[config.mk]
export PLATFORM = sky130hd
export DESIGN_NAME = sequenciador_servo
export DESIGN_NICKNAME = d
export VERILOG_FILES = /design/src/rtl/sequenciador_servo_pkg.sv /design/src/rtl/sequenciador_servo_contador_periodo.sv /design/src/rtl/sequenciador_servo.sv
export SDC_FILE = /design/constraint.sdc
export NUM_CORES = 1
export LEC_CHECK = 0
export CAP_MARGIN = 20
export CORE_MARGIN = 5
export CORE_UTILIZATION = 45
export CTS_BUF_LIST = sky130_fd_sc_hd__clkbuf_8
export CTS_CLUSTER_DIAMETER = 200
export DETAILED_ROUTE_END_ITERATION = 8
export DONT_BUFFER_PORTS = 1
export RECOVER_POWER = 50
export SLEW_MARGIN = 20
export SYNTH_ARGS = -nofsm -noshare
export SYNTH_HDL_FRONTEND = slang
export SYNTH_SLANG_ARGS = --single-unit
[constraint.sdc]
create_clock -name clock -period 3.4 [get_ports clock]
set_clock_uncertainty 0.15 [all_clocks]
set_input_delay 0.51 -clock clock [delete_from_list [all_inputs] [get_ports clock]]
set_output_delay 0.51 -clock clock [all_outputs]
set_load 0.005 [all_outputs]
[src/rtl/sequenciador_servo_pkg.sv]
// Shared encodings for the servo sweep sequencer: FSM states, width codes
// and the sweep position table.
package sequenciador_servo_pkg;

  typedef enum logic [1:0] {
    INICIAL = 2'd0,
    PREPARA = 2'd1,
    ESPERA  = 2'd2,
    FIM     = 2'd3
  } estado_t;

  localparam logic [1:0] LARG_00 = 2'b00;
  localparam logic [1:0] LARG_01 = 2'b01;
  localparam logic [1:0] LARG_10 = 2'b10;
  localparam logic [1:0] LARG_11 = 2'b11;

  localparam int         NUM_POS    = 5;
  localparam logic [2:0] IDX_ULTIMO = 3'd4;

  // Entry 0 is the rightmost element: sweep goes 01,10,11,10,01.
  localparam logic [NUM_POS-1:0][1:0] TABELA_POS =
    {LARG_01, LARG_10, LARG_11, LARG_10, LARG_01};

  function automatic logic [1:0] posicao(input logic [2:0] idx);
    if (idx <= IDX_ULTIMO) return TABELA_POS[idx];
    else                   return LARG_00;
  endfunction

endpackage

[src/rtl/sequenciador_servo_contador_periodo.sv]
// Free-running PWM period counter; tick marks the last cycle of each period.
module contador_periodo #(
  parameter int CONF_PERIODO = 1000000
) (
  input  logic        clock,
  input  logic        reset,
  output logic [31:0] count,
  output logic        tick
);

  assign tick = (count == 32'(CONF_PERIODO - 1));

  always_ff @(posedge clock) begin
    if (!reset)    count <= '0;
    else if (tick) count <= '0;
    else           count <= count + 32'd1;
  end

endmodule

[src/rtl/sequenciador_servo.sv]
// Servo sweep sequencer: steps the PWM width code through the position table,
// holding each position for a number of PWM periods.
module sequenciador_servo
  import sequenciador_servo_pkg::*;
#(
  parameter int CONF_PERIODO       = 1000000,
  parameter int PERIODOS_POR_PASSO = 50
) (
  input  logic       clock,
  input  logic       reset,
  input  logic       iniciar,
  input  logic       parar,
  input  logic       continuo,
  output logic [1:0] largura,
  output logic       ativo,
  output logic       fim_varredura,
  output logic [1:0] db_estado
);

  localparam int DW = (PERIODOS_POR_PASSO > 1) ? $clog2(PERIODOS_POR_PASSO) : 1;
  localparam logic [DW-1:0] DWELL_MAX = DW'(PERIODOS_POR_PASSO - 1);

  estado_t       estado;
  logic [2:0]    idx;
  logic [DW-1:0] dwell;
  logic          tick;
  // The count itself is only needed by whoever aligns the PWM generator.
  logic [31:0]   contagem_unused;

  contador_periodo #(.CONF_PERIODO(CONF_PERIODO)) u_periodo (
    .clock (clock),
    .reset (reset),
    .count (contagem_unused),
    .tick  (tick)
  );

  assign db_estado = estado;

  always_ff @(posedge clock) begin
    if (!reset) begin
      estado        <= INICIAL;
      largura       <= LARG_00;
      ativo         <= 1'b0;
      fim_varredura <= 1'b0;
      idx           <= '0;
      dwell         <= '0;
    end else begin
      fim_varredura <= 1'b0;
      case (estado)
        INICIAL: begin
          largura <= LARG_00;
          if (iniciar && !parar) begin
            estado <= PREPARA;
            ativo  <= 1'b1;
          end
        end
        PREPARA, ESPERA: begin
          if (parar) begin
            estado        <= FIM;
            largura       <= LARG_00;
            ativo         <= 1'b0;
            fim_varredura <= 1'b1;
          end else if (tick) begin
            if (estado == PREPARA) begin
              estado  <= ESPERA;
              largura <= posicao(3'd0);
              idx     <= '0;
              dwell   <= '0;
            end else if (dwell != DWELL_MAX) begin
              dwell <= dwell + 1'b1;
            end else begin
              dwell <= '0;
              if (idx != IDX_ULTIMO) begin
                idx     <= idx + 3'd1;
                largura <= posicao(idx + 3'd1);
              end else if (continuo) begin
                // Loop restarts at idx 1 so the end position is not doubled.
                idx     <= 3'd1;
                largura <= posicao(3'd1);
              end else begin
                estado        <= FIM;
                largura       <= LARG_00;
                ativo         <= 1'b0;
                fim_varredura <= 1'b1;
              end
            end
          end
        end
        FIM: estado <= INICIAL;
        default: estado <= INICIAL;
      endcase
    end
  end

endmodule

==> results.sh <==
export IMPL_stdcell_area_um2=2630
export IMPL_initial_core_util_pct=46.9
export IMPL_drcViolationCount=0
export IMPL_post_route_cells_drive_above_1_share_pct=5.41
export IMPL_max_vdd_ir_drop_mv=0.175
export IMPL_cts_sink_count=47
export IMPL_route_antenna_remaining_nets=0
export IMPL_reg2reg_setup_slack_ns=0.27
export IMPL_hpwl_mm=3.40
export IMPL_cts_tree="built"
export IMPL_outcome="complete, no violations"
export IMPL_post_place_ws_ns=0.312
export IMPL_synth_compound_area_share_pct=12.3
export IMPL_critical_path_sink_type="register"
export IMPL_antenna_found_initial=0
export IMPL_fin_setup_tns_ns=0
export IMPL_cts_root_buffer_cell="sky130_fd_sc_hd__clkbuf_8"
export IMPL_setup_violations=0
export IMPL_crit_arrival_ns=3.22
export IMPL_period_needed_ns=3.13
export IMPL_die_area_um2=6960
export IMPL_drt_wl_total_mm=4.81
export IMPL_final_min_period_over_clock_period_pct=92.0
export IMPL_place_detailed_instances=358
export IMPL_coreArea_um2=5170
export IMPL_num_antenna_cells=0
export IMPL_htreeDepth=2
export IMPL_floorplan_rows=26
export IMPL_clock_path_buffers=2
export IMPL_yosysSeqAreaShare_pct=38.8
export IMPL_die_w_um=83.4
export IMPL_worstSkewPairLatency_ns=0.31
export IMPL_synthAdderAreaFrac_pct=5.16
export IMPL_max_cap_violations=0
export IMPL_startpoint_class="register"
export IMPL_max_slew_margin_pct=58.3
export IMPL_dr_first_iter_drc_count=105
export IMPL_grt_pass1_wl_mm=8.80
export IMPL_synthesis_nets=306
export IMPL_final_instance_count_excl_fill=366
export IMPL_required_ns=3.49
export IMPL_first_global_vias=1913
export IMPL_gp_congestion=0.752
export IMPL_power_leakage_nw=0.920
export IMPL_power_density_nw_per_um2=462
export IMPL_die_height_um=83.4
export IMPL_synth_async_reset_ratio_pct=0
export IMPL_numCtsBuffers=5
export IMPL_worstPathMaxFanout=11
export IMPL_grt_overflow=0
export IMPL_finalMaxSlewViolations=0
export IMPL_routed_via_density=5.47
export IMPL_report_power_total_mw=1.21
export IMPL_synth_area_mux_share_pct=1.29
export IMPL_rsz0062_at_grt="false"
export IMPL_post_cts_resize_count=0
export IMPL_hp_class="primary input to register"
export IMPL_synth_seq_cells=47
export IMPL_yosysUniqueCellTypes=44
export IMPL_post_cts_setup_buffers=0
export IMPL_design_final_nets=310
export IMPL_postSynthCellCount=291
export IMPL_drt_pass1_iter_count=5
export IMPL_ys_warn_count=0
export IMPL_yosys_most_used_dff="sky130_fd_sc_hd__dfxtp_1"
export IMPL_final_hold_viol_count=0
export IMPL_largest_net_degree_at_the_start_of_global_routing=31
export IMPL_average_instance_area_after_synthesis_um2=8.33
export IMPL_dr_total_vias=2002
export IMPL_fmax_mhz=320
export IMPL_gr_usage_total_pct=15.0
export IMPL_fin_ws_ns=0.273
export IMPL_synthXorXnorAreaFrac_pct=9.39
export IMPL_timing_worst_setup_path_type="register to register"
export IMPL_tightest_slew_ns=0.620
export IMPL_i_o_pin_count=11
export IMPL_synth_simple_gate_area_share_pct=29.4
export IMPL_most_common_cell_after_layout_fill_and_taps_aside="sky130_fd_sc_hd__dfxtp_1"
export IMPL_synth_top_family_by_area="simple AND/OR/NAND/NOR gates"
export IMPL_wire_per_inst_um=13.2
export IMPL_number_of_flops_mapped_to_enable_cells_by_yosys=0
export IMPL_syn2layout_area_growth_pct=8.41
export IMPL_syn_cell_area_um2=2420
export IMPL_io_buffers=0
export IMPL_final_fill_count=520
export IMPL_dpl_cell_area_um2=2520
export IMPL_worst_setup_hold_path_clk_slew_ns=0.10
export IMPL_most_common_layout_cells="sky130_fd_sc_hd__dfxtp_1 (47), sky130_fd_sc_hd__nor2_1 (40), sky130_fd_sc_hd__nand3_1 (17), sky130_fd_sc_hd__xor2_1 (17), sky130_fd_sc_hd__nand4_1 (15)"
export IMPL_cts_hold_buffers=0
==> kinds of logic after synthesis <==
| logic type | after synthesis |
|---|---|
| simple gates | 135 |
| compound gates | 47 |
| buf+inv | 23 |
| flops | 47 |
| xor+xnor | 26 |
| mux | 3 |
| fa+ha+maj | 10 |
==> synth_stat cells, types with 2 or more instances <==
| library cell | instances | area share [%] |
|---|---|---|
| sky130_fd_sc_hd__a31oi_1 | 3 | 0.77 |
| sky130_fd_sc_hd__nand2b_1 | 5 | 1.3 |
| sky130_fd_sc_hd__o21ai_1 | 3 | 0.62 |
| sky130_fd_sc_hd__and2_1 | 6 | 1.5 |
| sky130_fd_sc_hd__ha_1 | 10 | 5.2 |
| sky130_fd_sc_hd__and3_1 | 2 | 0.52 |
| sky130_fd_sc_hd__nand3b_1 | 3 | 0.93 |
| sky130_fd_sc_hd__inv_1 | 14 | 2.2 |
| sky130_fd_sc_hd__a21oi_1 | 8 | 1.7 |
| sky130_fd_sc_hd__nor2_1 | 40 | 6.2 |
| sky130_fd_sc_hd__nor3_1 | 6 | 1.2 |
| sky130_fd_sc_hd__nand2_1 | 14 | 2.2 |
| sky130_fd_sc_hd__mux2i_1 | 2 | 0.83 |
| sky130_fd_sc_hd__and3b_1 | 2 | 0.72 |
| sky130_fd_sc_hd__o211ai_1 | 3 | 0.93 |
| sky130_fd_sc_hd__clkbuf_1 | 8 | 1.2 |
| sky130_fd_sc_hd__a22o_1 | 2 | 0.72 |
| sky130_fd_sc_hd__or3_1 | 4 | 1.0 |
| sky130_fd_sc_hd__xor2_1 | 17 | 6.1 |
| sky130_fd_sc_hd__dfxtp_1 | 47 | 39 |
| sky130_fd_sc_hd__a21boi_1 | 4 | 1.2 |
| sky130_fd_sc_hd__o31ai_1 | 2 | 0.62 |
| sky130_fd_sc_hd__nor4_1 | 7 | 1.8 |
| sky130_fd_sc_hd__o21a_1 | 2 | 0.62 |
| sky130_fd_sc_hd__o21ai_0 | 14 | 2.9 |
| sky130_fd_sc_hd__xnor2_1 | 9 | 3.3 |
| sky130_fd_sc_hd__or4_1 | 6 | 1.9 |
| sky130_fd_sc_hd__nor2b_1 | 2 | 0.52 |
| sky130_fd_sc_hd__nand3_1 | 17 | 3.5 |
| sky130_fd_sc_hd__nand4_1 | 15 | 3.9 |
==> report_power, final <==
| part | switching, mW | total [mW] | internal, mW |
|---|---|---|---|
| Sequential | 0.0226 | 0.591 | 0.569 |
| Clock | 0.200 | 0.423 | 0.223 |
| Combinational | 0.116 | 0.199 | 0.0833 |
| Total | 0.339 | 1.21 | 0.875 |
==> area by class of cell <==
class	count	area, um2	share of cell area (%)
clock inverters	3	47.5	1.81
inverters	14	52.6	2.00
flip-flops and latches	47	941	35.8
repair buffers	6	38.8	1.48
multi-input cells	221	1390	53.0
clock buffers	5	68.8	2.62
well taps	70	87.6	3.33
==> metrics by stage <==
stage          util [%]  hold WS [ns]
6_report           50.8         0.170
5_1_grt            50.8         0.155
4_1_cts            51.0         0.156
3_5_place_dp       48.8         0.293
3_3_place_gp       48.8         0.283
2_1_floorplan         -         0.268
==> registers in the layout, indices dropped and copies added (netlist names) <==
register / cells
idx: 3
largura: 2
db_estado: 2
dwell: 6
u_periodo.count: 32
fim_varredura: 1
ativo: 1
==> critical path: stages, from the launching register on <==
cell and delay (ns):
sky130_fd_sc_hd__dfxtp_1 0.37, sky130_fd_sc_hd__or4_1 0.51, sky130_fd_sc_hd__or4_1 0.59, sky130_fd_sc_hd__or4_1 0.74
sky130_fd_sc_hd__buf_4 0.24, sky130_fd_sc_hd__or3_1 0.34, sky130_fd_sc_hd__a21boi_1 0.13
==> per-layer routing <==
metal	routed length (um)	global-route usage, %	vias up
met2	1980	22.4	20
met4	61	4.46	0
li1	-	-	1044
met5	0	0	-
met1	2600	21.2	932
met3	171	3.76	6
==> path summary, 6_finish.rpt <==
path / startpoint / endpoint / cells after the start
setup / recovery: u_periodo.count[12] / dwell[1] / 6
hold reg to reg: u_periodo.count[0] / u_periodo.count[0] / 1
hold / removal: reset / ativo / 1
setup reg to reg: u_periodo.count[12] / dwell[1] / 6
(Power assumes the default switching activity.)
